**src/rtl/acq_pkg.sv**
```systemverilog
// Shared definitions for the line-acquisition sequencer.
//   - acq_state_t : sequencer state encoding
//   - *_DEF       : default widths and sizes used as parameter defaults
//   - write-data field positions: {zeros, line_start_flag, inice, adc_dout}
package acq_pkg;

    localparam int unsigned ADC_DATA_W_DEF         = 10;
    localparam int unsigned DAC_DATA_W_DEF         = 10;
    localparam int unsigned DAC_GAIN_N_DEF         = 32;
    localparam int unsigned PULSER_LEN_W_DEF       = 8;
    localparam int unsigned ACQ_LINES_MAX_DEF      = 32;
    localparam int unsigned ACQ_LINES_W_DEF        = 8;
    localparam int unsigned ACQ_WORDS_PER_LINE_DEF = 16384;
    localparam int unsigned RAM_DATA_W_DEF         = 16;
    localparam int unsigned RAM_ADDR_W_DEF         = 19;
    localparam int unsigned INICE_N_DEF            = 3;

    typedef enum logic [2:0] {
        IDLE,
        INIT,
        ON,
        INTER,
        OFF,
        SAMPLE,
        NEXT,
        DONE
    } acq_state_t;

    // ADC sample always sits at the bottom of the RAM word
    localparam int unsigned WDATA_ADC_LSB = 0;

    // PMOD inputs sit directly above the ADC sample
    function automatic int unsigned wdata_inice_lsb(input int unsigned adc_w);
        return WDATA_ADC_LSB + adc_w;
    endfunction

    // Line-start flag sits directly above the PMOD inputs
    function automatic int unsigned wdata_flag_bit(input int unsigned adc_w,
                                                   input int unsigned inice_n);
        return WDATA_ADC_LSB + adc_w + inice_n;
    endfunction

endpackage

```
**src/rtl/acq_pulser_seq.sv**
```systemverilog
// Pulser phase sequencer: walks INIT -> ON -> INTER -> OFF once per start.
// Each phase lasts max(len,1) clk cycles; lengths are read live every cycle.
// Ports:
//   clk, rst            system clock, synchronous active-high reset
//   start               one-cycle pulse, begins INIT on the next cycle
//   *_len               phase lengths in clk ticks
//   done_c              combinational: high in the last cycle of OFF
//   pulser_on/off       registered drives, high only in ON / OFF
module acq_pulser_seq
    import acq_pkg::*;
#(
    parameter int unsigned PULSER_LEN_W = PULSER_LEN_W_DEF
) (
    input  logic                    clk,
    input  logic                    rst,
    input  logic                    start,
    input  logic [PULSER_LEN_W-1:0] init_len,
    input  logic [PULSER_LEN_W-1:0] on_len,
    input  logic [PULSER_LEN_W-1:0] inter_len,
    input  logic [PULSER_LEN_W-1:0] off_len,
    output logic                    done_c,
    output logic                    pulser_on,
    output logic                    pulser_off
);

    acq_state_t              phase;
    logic [PULSER_LEN_W-1:0] cnt;
    logic [PULSER_LEN_W-1:0] cur_len;
    logic [PULSER_LEN_W-1:0] len_eff;
    logic                    phase_last;

    // Length of the current phase, with zero treated as one cycle
    always_comb begin
        cur_len    = init_len;
        len_eff    = '0;
        phase_last = 1'b0;
        case (phase)
            ON:      cur_len = on_len;
            INTER:   cur_len = inter_len;
            OFF:     cur_len = off_len;
            default: cur_len = init_len;
        endcase
        len_eff = (cur_len == '0) ? PULSER_LEN_W'(1) : cur_len;
        // >= so a length shrunk mid-phase still terminates immediately
        phase_last = (phase == INIT || phase == ON || phase == INTER || phase == OFF)
                     && (cnt >= len_eff);
    end

    assign done_c = (phase == OFF) && phase_last;

    // Phase register with registered pulser drives
    always_ff @(posedge clk) begin
        if (rst) begin
            phase      <= IDLE;
            cnt        <= '0;
            pulser_on  <= 1'b0;
            pulser_off <= 1'b0;
        end else if (start) begin
            phase      <= INIT;
            cnt        <= PULSER_LEN_W'(1);
            pulser_on  <= 1'b0;
            pulser_off <= 1'b0;
        end else if (phase_last) begin
            cnt <= PULSER_LEN_W'(1);
            case (phase)
                INIT: begin
                    phase     <= ON;
                    pulser_on <= 1'b1;
                end
                ON: begin
                    phase     <= INTER;
                    pulser_on <= 1'b0;
                end
                INTER: begin
                    phase      <= OFF;
                    pulser_off <= 1'b1;
                end
                default: begin
                    phase      <= IDLE;
                    pulser_on  <= 1'b0;
                    pulser_off <= 1'b0;
                end
            endcase
        end else if (phase != IDLE) begin
            cnt <= cnt + PULSER_LEN_W'(1);
        end
    end

endmodule

```
**src/rtl/acq_engine.sv**
```systemverilog
// Ultrasound line-acquisition sequencer.
// Per line: pulser sequence (acq_pulser_seq), then ACQ_WORDS_PER_LINE cycles
// of ADC capture into RAM write requests while stepping the TGC gain table.
// Ports:
//   clk, rst                  system clock, synchronous active-high reset
//   pulser_on/off, *_len      pulser drives and live phase lengths
//   dac_din/dac_dvalid        DAC code and one-cycle strobe
//   dac_gain_ptr/dac_gain     gain-table read port (1-cycle read latency)
//   dac_idle                  DAC code outside the gain curve
//   adc_dout                  ADC sample, valid every cycle
//   acq_start/busy/done       control handshake, acq_lines = lines minus one
//   acq_waddr/wdata/wen       RAM write request
//   inice                     PMOD inputs tagged into wdata
// Build option: define ACQ_INICE_TAG_EN to place inice into wdata; otherwise
// those bits are zero and inice is ignored.
module acq_engine
    import acq_pkg::*;
#(
    parameter int unsigned ADC_DATA_W         = ADC_DATA_W_DEF,
    parameter int unsigned DAC_DATA_W         = DAC_DATA_W_DEF,
    parameter int unsigned DAC_GAIN_N         = DAC_GAIN_N_DEF,
    parameter int unsigned DAC_GAIN_PTR_W     = $clog2(DAC_GAIN_N),
    parameter int unsigned PULSER_LEN_W       = PULSER_LEN_W_DEF,
    parameter int unsigned ACQ_LINES_MAX      = ACQ_LINES_MAX_DEF,
    parameter int unsigned ACQ_LINES_W        = ACQ_LINES_W_DEF,
    parameter int unsigned ACQ_WORDS_PER_LINE = ACQ_WORDS_PER_LINE_DEF,
    parameter int unsigned RAM_DATA_W         = RAM_DATA_W_DEF,
    parameter int unsigned RAM_ADDR_W         = RAM_ADDR_W_DEF,
    parameter int unsigned INICE_N            = INICE_N_DEF
) (
    input  logic                      clk,
    input  logic                      rst,
    output logic                      pulser_on,
    output logic                      pulser_off,
    input  logic [PULSER_LEN_W-1:0]   pulser_on_len,
    input  logic [PULSER_LEN_W-1:0]   pulser_off_len,
    input  logic [PULSER_LEN_W-1:0]   pulser_init_len,
    input  logic [PULSER_LEN_W-1:0]   pulser_inter_len,
    output logic [DAC_DATA_W-1:0]     dac_din,
    output logic                      dac_dvalid,
    output logic [DAC_GAIN_PTR_W-1:0] dac_gain_ptr,
    input  logic [DAC_DATA_W-1:0]     dac_gain,
    input  logic [DAC_DATA_W-1:0]     dac_idle,
    input  logic [ADC_DATA_W-1:0]     adc_dout,
    input  logic                      acq_start,
    output logic                      acq_busy,
    output logic                      acq_done,
    input  logic [ACQ_LINES_W-1:0]    acq_lines,
    output logic [RAM_ADDR_W-1:0]     acq_waddr,
    output logic [RAM_DATA_W-1:0]     acq_wdata,
    output logic                      acq_wen,
    input  logic [INICE_N-1:0]        inice
);

    localparam int unsigned WORD_W    = $clog2(ACQ_WORDS_PER_LINE);
    localparam int unsigned SEG       = ACQ_WORDS_PER_LINE / DAC_GAIN_N;
    localparam int unsigned SEG_W     = $clog2(SEG);
    localparam int unsigned INICE_LSB = wdata_inice_lsb(ADC_DATA_W);
    localparam int unsigned FLAG_BIT  = wdata_flag_bit(ADC_DATA_W, INICE_N);
    localparam logic [ACQ_LINES_W-1:0] LAST_LINE_MAX = ACQ_LINES_W'(ACQ_LINES_MAX - 1);

    acq_state_t               state;
    logic [ACQ_LINES_W-1:0]   line;
    logic [ACQ_LINES_W-1:0]   last_line;
    logic [WORD_W-1:0]        word;
    logic                     gain_upd_q1;
    logic                     gain_upd_q2;
    logic                     pwrup_pend;
    logic                     seq_start_c;
    logic                     seq_done_c;
    logic                     word_last_c;
    logic                     gain_step_c;
    logic [RAM_DATA_W-1:0]    wdata_nxt_c;

    // Pulser sub-sequencer; the top sits in INIT for the whole pulse sequence
    acq_pulser_seq #(
        .PULSER_LEN_W (PULSER_LEN_W)
    ) u_pulser_seq (
        .clk        (clk),
        .rst        (rst),
        .start      (seq_start_c),
        .init_len   (pulser_init_len),
        .on_len     (pulser_on_len),
        .inter_len  (pulser_inter_len),
        .off_len    (pulser_off_len),
        .done_c     (seq_done_c),
        .pulser_on  (pulser_on),
        .pulser_off (pulser_off)
    );

    // Line-start decisions and gain-step points
    always_comb begin
        seq_start_c = 1'b0;
        if (!rst) begin
            if (state == IDLE && acq_start) begin
                seq_start_c = 1'b1;
            end
            if (state == NEXT && line != last_line) begin
                seq_start_c = 1'b1;
            end
        end
        word_last_c = (word == WORD_W'(ACQ_WORDS_PER_LINE - 1));
        // Pointer changes on the edge into word k*SEG so it is visible at w=k*SEG
        gain_step_c = (word[SEG_W-1:0] == SEG_W'(SEG - 1)) && !word_last_c;
    end

    // Write-data word: {zeros, line_start_flag, inice, adc_dout}
    always_comb begin
        wdata_nxt_c = '0;
        wdata_nxt_c[WDATA_ADC_LSB +: ADC_DATA_W] = adc_dout;
`ifdef ACQ_INICE_TAG_EN
        wdata_nxt_c[INICE_LSB +: INICE_N] = inice;
`endif
        wdata_nxt_c[FLAG_BIT] = (word == '0);
    end

`ifndef ACQ_INICE_TAG_EN
    logic unused_inice;
    assign unused_inice = ^inice;
`endif

    // Main sequencer with registered outputs
    always_ff @(posedge clk) begin
        if (rst) begin
            state        <= IDLE;
            line         <= '0;
            last_line    <= '0;
            word         <= '0;
            gain_upd_q1  <= 1'b0;
            gain_upd_q2  <= 1'b0;
            pwrup_pend   <= 1'b1;
            dac_din      <= dac_idle;
            dac_dvalid   <= 1'b0;
            dac_gain_ptr <= '0;
            acq_busy     <= 1'b0;
            acq_done     <= 1'b0;
            acq_waddr    <= '0;
            acq_wdata    <= '0;
            acq_wen      <= 1'b0;
        end else begin
            acq_done    <= 1'b0;
            acq_wen     <= 1'b0;
            dac_dvalid  <= 1'b0;
            gain_upd_q1 <= 1'b0;
            gain_upd_q2 <= gain_upd_q1;
            pwrup_pend  <= 1'b0;

            // Table data for a pointer set two edges ago is valid now
            if (gain_upd_q2) begin
                dac_din    <= dac_gain;
                dac_dvalid <= 1'b1;
            end

            // Park the DAC at its idle code once after reset
            if (pwrup_pend) begin
                dac_din    <= dac_idle;
                dac_dvalid <= 1'b1;
            end

            case (state)
                IDLE: begin
                    if (acq_start) begin
                        last_line    <= (acq_lines >= LAST_LINE_MAX) ? LAST_LINE_MAX : acq_lines;
                        line         <= '0;
                        acq_busy     <= 1'b1;
                        dac_gain_ptr <= '0;
                        gain_upd_q1  <= 1'b1;
                        state        <= INIT;
                    end
                end

                INIT: begin
                    if (seq_done_c) begin
                        word  <= '0;
                        state <= SAMPLE;
                    end
                end

                SAMPLE: begin
                    acq_wen   <= 1'b1;
                    acq_waddr <= RAM_ADDR_W'({line, word});
                    acq_wdata <= wdata_nxt_c;
                    word      <= word + WORD_W'(1);
                    if (gain_step_c) begin
                        dac_gain_ptr <= dac_gain_ptr + DAC_GAIN_PTR_W'(1);
                        gain_upd_q1  <= 1'b1;
                    end
                    if (word_last_c) begin
                        state <= NEXT;
                    end
                end

                NEXT: begin
                    line <= line + ACQ_LINES_W'(1);
                    if (line == last_line) begin
                        acq_done   <= 1'b1;
                        dac_din    <= dac_idle;
                        dac_dvalid <= 1'b1;
                        state      <= DONE;
                    end else begin
                        dac_gain_ptr <= '0;
                        gain_upd_q1  <= 1'b1;
                        state        <= INIT;
                    end
                end

                DONE: begin
                    acq_busy <= 1'b0;
                    state    <= IDLE;
                end

                default: begin
                    state <= IDLE;
                end
            endcase
        end
    end

endmodule

```
**config.mk**
```make
export PLATFORM = sky130hd
export DESIGN_NAME = acq_engine
export DESIGN_NICKNAME = d
export VERILOG_FILES = /design/src/rtl/acq_pkg.sv /design/src/rtl/acq_pulser_seq.sv /design/src/rtl/acq_engine.sv
export SDC_FILE = /design/constraint.sdc
export NUM_CORES = 1
export LEC_CHECK = 0
export ABC_AREA = 1
export ABC_CLOCK_PERIOD_IN_PS = 6750
export CAP_MARGIN = 20
export CORE_MARGIN = 3
export CORE_UTILIZATION = 25
export DETAILED_ROUTE_END_ITERATION = 7
export HOLD_SLACK_MARGIN = 0.05
export SLEW_MARGIN = 10
export SYNTH_ARGS = -nofsm -noshare
export SYNTH_HDL_FRONTEND = slang
export SYNTH_HIERARCHICAL = 1
export SYNTH_SLANG_ARGS = --single-unit
```
**constraint.sdc**
```tcl
create_clock -name clk -period 6.75 [get_ports clk]
set_clock_uncertainty 0.15 [all_clocks]
set_input_delay 2.025 -clock clk [delete_from_list [all_inputs] [get_ports clk]]
set_output_delay 2.025 -clock clk [all_outputs]
set_load 0.02 [all_outputs]
```
; ---- Word-level counts from Yosys, hierarchy flattened
; Index checks and enable logic that the tools add are counted.
[totals]
out_inout_bits = 56
reg_bits = 98
in_bits = 76
elab_cells = 123
[classes]
bitwise = 3
n_eq_ne = 17
add_sub_neg = 4
mux = 45
reduce_logical = 31
n_lt_le_gt_ge = 2
[ops]
columns = op, n
row1 = $mux W10, 5
row2 = $pmux W14 S2, 1
row3 = $mux W8, 3
row4 = $pmux W8 S3, 1
row5 = $mux W1, 19
row6 = $add A8 B1 Y8 const B, 2
row7 = $pmux W8 S2, 1
row8 = $mux W5, 3
row9 = $pmux W5 S3, 1
row10 = $add A14 B1 Y14 const B, 1
row11 = $eq A14 B14 Y1 const B, 1
row12 = $logic_not A14 Y1, 1
row13 = $mux W14, 1
row14 = $eq A3 B3 Y1 const B, 4
row15 = $mux W3, 4
row16 = $pmux W3 S4, 1
row17 = $reduce_and A2 Y1, 6
row18 = $ne A2 B2 Y1 const B, 5
row19 = $eq A9 B9 Y1 const B, 1
row20 = $pmux W3 S3, 1
row21 = $reduce_bool A3 Y1, 3
row22 = $eq A8 B8 Y1, 1
row23 = $ge A8 B5 Y1 const B, 1
row24 = $ge A8 B8 Y1, 1
row25 = other kinds (17), 34

; ---- Logic depth before layout (Yosys ltp)
; Gate-level depths: netlist of the first run.
[logic_depth]
ltp_word = 9
depth_mapped = 27
ltp_nobuf = 27

; ---- Modules after synthesis
; Netlist of the first run, hierarchy kept.
[modules_own_cells]
columns = mod, cells_per_inst, area_each_um2, instances, seq_area_each_um2
row1 = acq_engine, 480, 3783.6, 1, 1701.6
row2 = acq_pulser_seq, 176, 1094.8, 1, 260.2

; ---- Worst setup path after synthesis of the first run
; OpenSTA, ideal clock, no wires.
[synth_path]
path_kind = in2reg
start = input port pulser_inter_len[3]
end = register word[13]
path_slack_ps = 2622
stages = 22
t_arrival_ps = 3850
path_buffers = 0
setup_time_ps = 127
required_time_ps = 6473
path_cell_list = nand2_1 -> and3_1 -> nand2_1 -> nor2_1 -> nand2_1 -> nand2_1 -> ha_1 -> nand2_1 -> nor2_1 -> nor2_1 -> nand2_1 -> nand2_1 -> nand2_1 -> nand2_4 -> nor2_1 -> inv_1 -> nor2_2 -> inv_1 -> nand2_1 -> inv_1 -> o21ai_0 -> a21oi_1
[synth_between]
elab_chain_cells = 8
[synth_lines]
columns = element, line
row1 = start: declaration, acq_engine.sv:38  ; input logic [PULSER_LEN_W-1:0] pulser_inter_len,
row2 = $pmux W8 S3 *, acq_pulser_seq.sv:37  ; case (phase)
row3 = $logic_not A8 Y1, acq_pulser_seq.sv:43  ; len_eff = (cur_len == '0) ? PULSER_LEN_W'(1) : cur_len;
row4 = $mux W8 *, acq_pulser_seq.sv:43
row5 = $ge A8 B8 Y1 *, acq_pulser_seq.sv:46  ; && (cnt >= len_eff);
row6 = $logic_and A1 B1 Y1 *, acq_pulser_seq.sv:46
row7 = $logic_and A1 B1 Y1 *, acq_pulser_seq.sv:49  ; assign done_c = (phase == OFF) && phase_last;
row8 = net seq_done_c, acq_engine.sv:70  ; logic seq_done_c;
row9 = $ne A2 B2 Y1 (no line) *, -
row10 = $reduce_and A2 Y1 (no line) *, -
row11 = end signal: assignment, acq_engine.sv:183  ; word <= word + WORD_W'(1);
row12 = end: declaration, acq_engine.sv:65  ; logic [WORD_W-1:0] word;
; The timed path passes the listed nets; every way through them passes the cells marked *.
; A chain may end at the register's enable or synchronous reset.

; ---- Worst setup path in the final report of the first run
[layout_path]
start = input port pulser_on_len[3]
end = register word[13]
[layout_between]
elab_chain_cells = 8
[layout_lines]
columns = element, line
row1 = start: declaration, acq_engine.sv:35  ; input logic [PULSER_LEN_W-1:0] pulser_on_len,
row2 = $pmux W8 S3 *, acq_pulser_seq.sv:37
row3 = $logic_not A8 Y1, acq_pulser_seq.sv:43
row4 = $mux W8 *, acq_pulser_seq.sv:43
row5 = $ge A8 B8 Y1 *, acq_pulser_seq.sv:46
row6 = $logic_and A1 B1 Y1 *, acq_pulser_seq.sv:46
row7 = $logic_and A1 B1 Y1 *, acq_pulser_seq.sv:49
row8 = net seq_done_c, acq_engine.sv:70
row9 = $ne A2 B2 Y1 (no line) *, -
row10 = $reduce_and A2 Y1 (no line) *, -
; Marked as above.

==> results of run 1 <==
[area by class of cell]
| type | count | share of cell area [%] |
|---|---|---|
| flip-flops and latches | 98 | 29.54 |
| clock buffers | 9 | 3.391 |
| clock inverters | 5 | 1.564 |
| well taps | 260 | 4.898 |
| repair buffers | 125 | 18.76 |
| multi-input cells | 466 | 37.58 |
| inverters | 73 | 4.258 |
[layer usage]
metal  vias up  part of all wire (%)  global-route usage [%]
li1       2369                     -                       -
met1      2046                    48                   15.17
met2       102                    47                   18.40
met3        13                   4.0                   2.491
met4         0                   1.6                   4.416
met5         -                     0                       0
[worst min-delay path, delay by kind of cell (launching register included)]
family	cells	cell delay, ps
flops	1	300
simple gates	1	30
buf+inv	1	40
[power breakdown]
group | total (uW) | internal, uW | leakage (uW) | switching (uW)
combinational | 282 | 129 | 0.00163 | 152
clock | 583 | 359 | 0.000162 | 224
sequential | 642 | 615 | 0.000799 | 27.3
[state kept, by name, indices dropped and copies added, names as in the netlist]
name	cells
acq_waddr	19
word	14
acq_done	1
dac_din	10
dac_dvalid	1
u_pulser_seq/pulser_off	1
dac_gain_ptr	5
line	8
gain_upd_q2	1
u_pulser_seq/phase	3
acq_wdata	11
state	3
acq_busy	1
u_pulser_seq/cnt	8
acq_wen	1
gain_upd_q1	1
pwrup_pend	1
u_pulser_seq/pulser_on	1
last_line	8
[placed cells by master, fill, tap and decap left out, types with 9 or more instances in the layout]
| cell | instances |
|---|---|
| nand3_1 | 26 |
| inv_1 | 64 |
| clkbuf_16 | 9 |
| nor2_1 | 90 |
| mux2i_1 | 10 |
| o21ai_0 | 53 |
| ha_1 | 14 |
| dfxtp_1 | 98 |
| a21oi_1 | 47 |
| clkdlybuf4s50_1 | 123 |
| nand2_1 | 132 |
[per-stage QoR]
step / hold WS (ps) / worst slack, ps
detailed placement: 248.3 / 1805
finish: 256.1 / 2206
CTS: 258.5 / 2176
floorplan: 238.3 / 2622
global route: 277.9 / 1949
global placement: 247.7 / 1824
[cell families (layout without fill, tap and decap cells)]
group	after synthesis	in the layout	share of synthesized area [%]
AO/OA/AOI/OAI	121	121	13.54
XOR/XNOR	11	11	1.975
adder cells (fa/ha/maj)	14	14	3.591
buffers and inverters	96	212	8.925
flip-flops	98	98	40.22
multiplexers	10	10	2.052
other	1	5	0.07687
AND/OR/NAND/NOR	305	305	29.62
[how the worst min path moves through the flow]
stage | startpoint | to | slack [ps]
3_3_place_gp | gain_upd_q1$_SDFF_PP0_ | gain_upd_q2$_SDFF_PP0_ | 250
4_1_cts | gain_upd_q1$_SDFF_PP0_ | gain_upd_q2$_SDFF_PP0_ | 260
2_1_floorplan | gain_upd_q1$_SDFF_PP0_ | gain_upd_q2$_SDFF_PP0_ | 240
5_1_grt | gain_upd_q1$_SDFF_PP0_ | gain_upd_q2$_SDFF_PP0_ | 280
6_report | gain_upd_q1$_SDFF_PP0_ | gain_upd_q2$_SDFF_PP0_ | 260
3_5_place_dp | gain_upd_q1$_SDFF_PP0_ | gain_upd_q2$_SDFF_PP0_ | 250
[synthesized netlist by cell type, types with 3 or more instances]
library cell    n
buf_4           7
mux2i_1        10
a21oi_1        47
inv_2           7
clkbuf_1        8
nor2_2          5
nand3_1        26
ha_1           14
dfxtp_1        98
nand3_4         4
xnor2_1         4
inv_1          64
buf_2           4
a211oi_1        8
and3_1          4
nor3_1          6
nor4_1          5
nor3_2          4
nor2_1         90
nand4_1         8
nand2_1       132
nand2_4         4
xor2_1          7
nor3b_1         3
nand2_2         6
o21ai_0        53
==> impl_results.md, run 1 <==
- Status: completed
- CP endpoint: word[13]$_SDFFE_PP0P_
- Die H: around 150 um
- Peak VDD IR: approximately 0.10 mV
- RSZ-0062 raised after global routing: no
- Clk Latency, worst-skew pair: approximately 350 ps
- R2r startpoint: u_pulser_seq/phase[1]$_SDFFE_PP0P_
- Cells after DPL: between 1000 and 1500
- Synth Register Bits: 98
- Crit path max-delay family: simple AND/OR/NAND/NOR gates
- Vias in the first global route: 4000
- Final global-route overflow total: 0
- Resize count post-CTS: 0
- Slowest stage delay, CP: about 460 ps
- Ys flop type: dfxtp_1
- Critical Path RT: roughly 7000 ps
- Max Freq: 220.1 MHz
- Final std cells w/o fill: approximately 1000
- Total clock buffers created by CTS: 9
- Mapped Area: about 4900 um^2
- Worst Hold Class: reg2reg
- Final Slew Violations: 0
- Post-synth EDFFs: 0
- Initial antenna violation count: 0
- Max-cap viol count: 0
- Crit path kind: in2reg
- Post-Syn Instances: roughly 660
- DP Wirelength: between 9000 and 10000 um
- Final net count: 863
- Most used cell along the critical path: nand2_1
- Initial DRC count: between 200 and 300
- Fillers: 2031
- Routed wire per std cell: between 10 and 15 um
- Horiz. Die Dim: ~150 um
- Pwr per Cell Area: ~230 nW/um^2
- CP Max Fanout: 7
- Yosys cell types: 47
- TritonCTS clock tree: done
- Multi-input logic area: about 2500 um^2
- Yosys top cell area share: 40.22%
- Drt total wl: around 12000 um
- Max_slew headroom: between 40% and 50%
- Cell taking the most area after synthesis: dfxtp_1
- FP Rows: 50
- Post-CTS Hold Buffers: 0
- First-pass DRT Iterations: 4
- Area Overhead vs Synth: 36.14%
- Pin count of the biggest net entering global routing: 55
- PortBufs: between 100 and 150
- Vias: around 4500
- Global-route wire length before repair: slightly above 20000 um
- H-tree levels: 3
- Initial Util: 25.74%
- Synthesis Warnings: 6
- Placed inst area: between 6000 and 7000 um^2
- Share of layout cells above drive strength 1: approximately 7.2%
- Total Routing Usage GR: between 10 and 15%
- PnR Total Power: between 1500 and 2000 uW
- Gp weighted congestion: ~0.8
- Critical path buffer and inverter count: 4
- Synthesized area per cell: 7.437 um^2
- Post-route minimum period: 4544 ps
- Worst Hold Depth: 2
- CTS Sinks: 98
- IO Pins: between 100 and 150
- Cell Chain, Critical Path: clkdlybuf4s50_1 -> nand2_1 -> and3_1 -> nand2_1 -> nor2_1 -> nand2_1 -> nand2_1 -> ha_1 -> nand2_1 -> nor2_1 -> nor2_1 -> nand2_1 -> nand2_1 -> nand2_1 -> nand2_4 -> nor2_1 -> inv_1 -> nor2_2 -> inv_1 -> nand2_1 -> inv_1 -> o21ai_0 -> a21oi_1
- Capturing point of the worst reg2reg path: word[13]$_SDFFE_PP0P_
- Largest cells by area after synthesis: dfxtp_1 40%, nand2_1 10%, nor2_1 6.9%, o21ai_0 5.4%, inv_1 4.9%
- WP data arrival: roughly 4600 ps
- DRC viols: 0
- Least-Margin Pin Slew: just over 800 ps
- Cell area after layout: roughly 6600 um^2
- R2R depth: 24
- # setup viols final: 0
- Die ar.: about 21000 um^2
- CP Launch Point: pulser_on_len[3]
- # Post-CTS Setup Buffers: 0
- CP max stage cell: clkdlybuf4s50_1
- Vias/cell: 4.373
- Clock transition at path regs: roughly 70 ps
- # diodes: 0
- Stages on the worst setup path: 23
- Clock Tree Root: clkbuf_16
- Flop2flop setup slack: between 3000 and 4000 ps
- Core area: between 15000 and 20000 um^2
- Asr flop ratio synth: 0%
- Final hold vios: 0
- Seq/Total Area, Yosys: around two fifths
- Sequential cell area: around 2000 um^2
- Clock Path Buffers: 2
- Final ANT Viol Nets: 0
- CP Capture Type: flip-flop
- Leakage power: 0.002589 uW
- Setup TNS: 0 ps
- Startpoint Class: primary input
- Period utilization: about two thirds
- Post-Route Utilization: 35.04%
Note: power is estimated with default switching activity, not from simulation.
==> inputs of run 2 (changes only) <==
ABC_CLOCK_PERIOD_IN_PS = 3700   (was 6750)
clock period = 3.7 ns   (was 6.75 ns; I/O delays follow)
==> impl_results.md, run 2 (same netlist as run 1, synthesis figures left out) <==
- Vias in the first global route: between 4000 and 5000
- FP Rows: 50
- Final ANT Viol Nets: 0
- Max Freq: 291.2 MHz
- DP Wirelength: 9276 um
- H-tree levels: 3
- Post-route minimum period: 3434 ps
- Initial DRC count: 177
- Worst Hold Class: reg2reg
- # diodes: 0
- Setup TNS: 0 ps
- Peak VDD IR: roughly 0.18 mV
- Leakage power: ~0.0027 uW
- Initial antenna violation count: 0
- # Post-CTS Setup Buffers: 0
- Max-cap viol count: 0
- CP Capture Type: flip-flop
- DRC viols: 0
- Pin count of the biggest net entering global routing: 55
- Drt total wl: ~13000 um
- Initial Util: 25.74%
- Fillers: 2008
- Crit path kind: in2reg
- Post-Route Utilization: 35.60%
- Clock Tree Root: clkbuf_16
- Total clock buffers created by CTS: 9
- CP Launch Point: pulser_inter_len[3]
- Flop2flop setup slack: 640 ps
- Cells after DPL: roughly 1000
- IO Pins: between 100 and 150
- Status: completed
- # setup viols final: 0
- Share of layout cells above drive strength 1: 8.987%
- First-pass DRT Iterations: 4
- Most frequent cells in the layout: 132 x nand2_1, 123 x clkdlybuf4s50_1, 98 x dfxtp_1
- Slowest stage delay, CP: roughly 450 ps
- CP max stage cell: clkdlybuf4s50_1
- Period utilization: 92.80%
- Total Routing Usage GR: a little under an eighth
- Cell Chain, Critical Path: clkdlybuf4s50_1 -> nand2_1 -> and3_1 -> nand2_1 -> nor2_1 -> nand2_1 -> nand2_1 -> ha_1 -> nand2_1 -> nor2_1 -> nor2_1 -> nand2_1 -> nand2_1 -> nand2_1 -> nand2_4 -> nor2_1 -> inv_1 -> nor2_2 -> inv_1 -> nand2_1 -> inv_1 -> o21ai_1 -> a21oi_1
- Vias: 4512
- Area Overhead vs Synth: 38.34%
- CTS Sinks: around 100
- Top reg by flops: acq_waddr
- Clk Latency, worst-skew pair: about 350 ps
- WP data arrival: around 3500 ps
- Pwr per Cell Area: about 400 nW/um^2
- TritonCTS clock tree: done
- Final net count: between 800 and 900
- Clock Path Buffers: 2
- Global-route wire length before repair: approximately 21000 um
- Capturing point of the worst reg2reg path: word[13]$_SDFFE_PP0P_
- Horiz. Die Dim: around 150 um
- Critical path buffer and inverter count: 4
- Startpoint Class: primary input
- PortBufs: 123
- Clock transition at path regs: about 70 ps
- R2R depth: 25
- RSZ-0062 raised after global routing: yes
- Die H: approximately 150 um
- Max reg flops: 19
- Crit path max-delay family: simple AND/OR/NAND/NOR gates
- R2r startpoint: u_pulser_seq/phase[0]$_SDFFE_PP0P_
- Final global-route overflow total: 0
- Routed wire per std cell: about 12 um
- Max_slew headroom: 50.70%
- Least-Margin Pin Slew: between 700 and 800 ps
- Final hold vios: 0
- Vias/cell: about 4.3
- Gp weighted congestion: 0.7803
- Core area: roughly 19000 um^2
- CP endpoint: word[13]$_SDFFE_PP0P_
- Most used cell along the critical path: nand2_1
- Stages on the worst setup path: 23
- Final Slew Violations: 0
- Die ar.: between 20000 and 25000 um^2
- Final std cells w/o fill: about 1100
- Critical Path RT: about 3800 ps
- Commonest non-fill, non-tap cell in the layout: nand2_1
- CP Max Fanout: 3
- Top flop regs: acq_waddr (19), word (14), acq_wdata (11)
- Final hold slack: 259.5 ps
## run 2: changes by cell type in the layout (fill, tap and decap cells not counted), sizes merged
cell / change
buf: +12
clkbuf: +1
clkinv: +1
## run 2: routing by layer
layer | wire (um) | track usage (%) | part of all wire [%] | vias up
met2 | 5832 | 19.26 | 46 | 107
met5 | 0 | 0 | 0 | -
met1 | 5933 | 15.57 | 47 | 2001
met4 | 271 | 5.176 | 2.2 | 0
met3 | 566 | 2.211 | 4.5 | 15
li1 | - | - | - | 2389
## run 2: layout make-up
class                      instances  area, um^2  area share (%)
timing repair buffer             137        1336           19.80
tap                              260       325.3           4.820
multi-input combinational        466        2501           37.06
clock buffer                      10       229.0           3.393
inverter                          73       282.8           4.190
sequential                        98        1962           29.07
clock inverter                     6       112.6           1.669
## run 2: worst min-delay path by stage
stage                                        end  slack [ps]                    from  depth (start not counted)
after floorplan           gain_upd_q2$_SDFF_PP0_         240  gain_upd_q1$_SDFF_PP0_                          2
after global placement    gain_upd_q2$_SDFF_PP0_         240  gain_upd_q1$_SDFF_PP0_                          2
after detailed placement  gain_upd_q2$_SDFF_PP0_         250  gain_upd_q1$_SDFF_PP0_                          2
after CTS                 gain_upd_q2$_SDFF_PP0_         260  gain_upd_q1$_SDFF_PP0_                          2
after global routing      gain_upd_q2$_SDFF_PP0_         280  gain_upd_q1$_SDFF_PP0_                          2
final                     gain_upd_q2$_SDFF_PP0_         260  gain_upd_q1$_SDFF_PP0_                          2
## run 2: power breakdown
group          switching [uW]  internal [uW]
registers                50.0           1120
clock network             413            664
logic                     278            242
total                     741           2030
## run 2: tightest hold or removal path: stages (launching register included)
cell and delay, ps:
dfxtp_1 300, inv_1 40, nor2_1 30
## run 2: what timing repair did
action | CTS | global route
hold buffers | 0 | 0
resized for setup | 0 | 3
endpoints found under the setup margin | 0 | 3
## run 2: stage by stage
stage | area [um^2] | power [uW] | setup WS [ps]
global route | 6749 | 2921 | -30.55
floorplan | 4893 | 1493 | 487.2
global placement | 6402 | 1716 | -155.9
detailed placement | 6402 | 1720 | -156.1
CTS | 6744 | 2817 | 220.3
finish | 6749 | 2768 | 266.2
==> inputs of run 3 (changes only) <==
CORE_UTILIZATION = 37   (was 25)
PLACE_DENSITY = 0.66   (was unset)
==> impl_results.md, run 3 (same netlist as run 1, synthesis figures left out) <==
- Worst Hold Class: reg2reg
- Peak VDD IR: approximately 0.25 mV
- First-pass DRT Iterations: 5
- Critical Path RT: 3800 ps
- IO Pins: 132
- Initial Util: about two fifths
- Core area: between 10000 and 15000 um^2
- Max Freq: 289.8 MHz
- Clk Latency, worst-skew pair: between 300 and 400 ps
- Status: completed
- Clock share of power: around 37%
- Post-CTS Hold Buffers: 0
- Stages on the worst setup path: 22
- Net Sw Power: between 700 and 800 uW
- Routed wl met3: 565 um
- Cell Chain, Critical Path: clkdlybuf4s50_1 -> nand2_1 -> nand3_1 -> nor2_1 -> nand2_1 -> nor2_1 -> nand2_1 -> nand2_1 -> ha_1 -> nand2_1 -> nor2_1 -> nor2_1 -> nand2_1 -> nand2_1 -> nand2_1 -> nand2_4 -> nor2_1 -> inv_1 -> nor2_4 -> nor2_4 -> nand2_1 -> a221oi_1
- Top reg by flops: acq_waddr
- CP Max Fanout: 10
- Die H: ~120 um
- Global-route wire length before repair: 19490 um
- Worst Hold Depth: 2
- Max reg flops: 19
- Cells after DPL: ~950
- H-tree levels: 3
- Routed wire per std cell: 12.54 um
- Total Routing Usage GR: between 15 and 20%
- Initial DRC count: around 300
- Critical path buffer and inverter count: 2
- Slowest stage delay, CP: about 400 ps
- # Post-CTS Setup Buffers: 0
- PnR Total Power: 2692 uW
- Least-Margin Pin Slew: between 600 and 700 ps
- Met1 WL: around 5500 um
- Crit path kind: in2reg
- Final global-route overflow total: 0
- TritonCTS clock tree: done
- Startpoint Class: primary input
- Setup TNS: 0 ps
- Power Internal: between 1500 and 2000 uW
- CP max stage cell: clkdlybuf4s50_1
- Pin count of the biggest net entering global routing: 55
- DRC viols: 0
- Total clock buffers created by CTS: 9
- Commonest non-fill, non-tap cell in the layout: nand2_1
- Final net count: just under 900
- Vias: ~4600
- # diodes: 0
- Final ANT Viol Nets: 0
- Leakage power: 0.002634 uW
- Combinational fraction of design power: between 10% and 20%
- CTS Sinks: between 90 and 100
- Area Overhead vs Synth: 35.45%
- Clock transition at path regs: approximately 70 ps
- Vias in the first global route: around 4300
- Pwr per Cell Area: a little over 400 nW/um^2
- Placed inst area: 6285 um^2
- Max-cap viol count: 0
- WL met2: 5779 um
- Flop pwr share: between 40% and 50%
- WP data arrival: 3550 ps
- Initial antenna violation count: 0
- # setup viols final: 0
- Clock Tree Root: clkbuf_16
- Horiz. Die Dim: 120.8 um
- Final hold vios: 0
- FP Rows: 41
- Max_slew headroom: around 58%
- Top flop regs: acq_waddr (19), word (14), acq_wdata (11)
- Period utilization: between 90% and 100%
- Final std cells w/o fill: slightly below 1000
- Post-route minimum period: approximately 3500 ps
- Most used cell along the critical path: nand2_1
- R2R depth: 25
- Most frequent cells in the layout: 132 x nand2_1, 123 x clkdlybuf4s50_1, 98 x dfxtp_1
- Cell area after layout: ~6600 um^2
- Clock Path Buffers: 2
- Drt total wl: ~12000 um
- Die ar.: between 10000 and 15000 um^2
- Gp weighted congestion: approximately 0.86
- Switch share: a little over a quarter
- Crit path max-delay family: simple AND/OR/NAND/NOR gates
- Top sig layer: met4
- Share of layout cells above drive strength 1: roughly 8.6%
- PortBufs: between 100 and 150
- Final Slew Violations: 0
- Vias/cell: 4.762
- CP Capture Type: flip-flop
- Final hold slack: 254.9 ps
- DP Wirelength: roughly 9000 um
- Fillers: between 1000 and 1500
run 3: changes by cell type in the layout (fill, tap and decap cells not counted):
cell / delta
nor2_1: +2
nor2_4: +1
inv_6: -1
clkinvlp_4: +1
clkinv_4: -1
bufinv_16: -1
nor2_2: -3
inv_8: +1
clkinv_2: +1
buf_4: -1
run 3: power groups by stage:
stage	Sequential [uW]	Clock, uW	Combinational [uW]
floorplan	1240	0	253
global placement	1190	0	510
detailed placement	1190	0	520
CTS	1170	1030	523
global route	1180	1070	572
finish	1170	1000	521
run 3: stage by stage:
stage / utilization, % / worst slack, ps
2_1_floorplan: - / 487.2
3_3_place_gp: 49.20 / -130.0
3_5_place_dp: 49.20 / -157.2
4_1_cts: 51.69 / 196.7
5_1_grt: 51.73 / -4.109
6_report: 51.73 / 249.6
run 3: timing repair:
| action | in CTS | in global routing |
|---|---|---|
| resized for setup | 0 | 2 |
| endpoints found under the hold margin | 0 | 0 |
| setup endpoints to repair | 0 | 1 |
run 3: final cells by class:
class | count | area, um^2 | area share, %
Clock buffer | 10 | 229.0 | 3.465
Inverter | 73 | 282.8 | 4.279
Multi-Input combinational cell | 466 | 2501 | 37.85
Timing Repair Buffer | 136 | 1329 | 20.11
Sequential cell | 98 | 1962 | 29.69
Clock inverter | 6 | 88.84 | 1.344
Tap cell | 172 | 215.2 | 3.257
run 3: per-layer routing:
metal  vias up  global-route usage (%)
met3        11                   3.695
met5         -                       0
li1       2403                       -
met2        91                   27.61
met1      2071                   20.29
met4         0                   5.312
run 3: tightest hold or removal path: stages, from the launching register on:
cell,delay [ps]
dfxtp_1,300
inv_1,40
nor2_1,30
run 3: path summary, 6_finish.rpt:
kind | start | endpoint | slack, ps
setup / recovery | pulser_inter_len[4] | word[2]$_SDFFE_PP0P_ | 250
hold / removal | gain_upd_q1$_SDFF_PP0_ | gain_upd_q2$_SDFF_PP0_ | 250
setup reg to reg | u_pulser_seq/phase[1]$_SDFFE_PP0P_ | word[13]$_SDFFE_PP0P_ | 480
hold reg to reg | gain_upd_q1$_SDFF_PP0_ | gain_upd_q2$_SDFF_PP0_ | 250
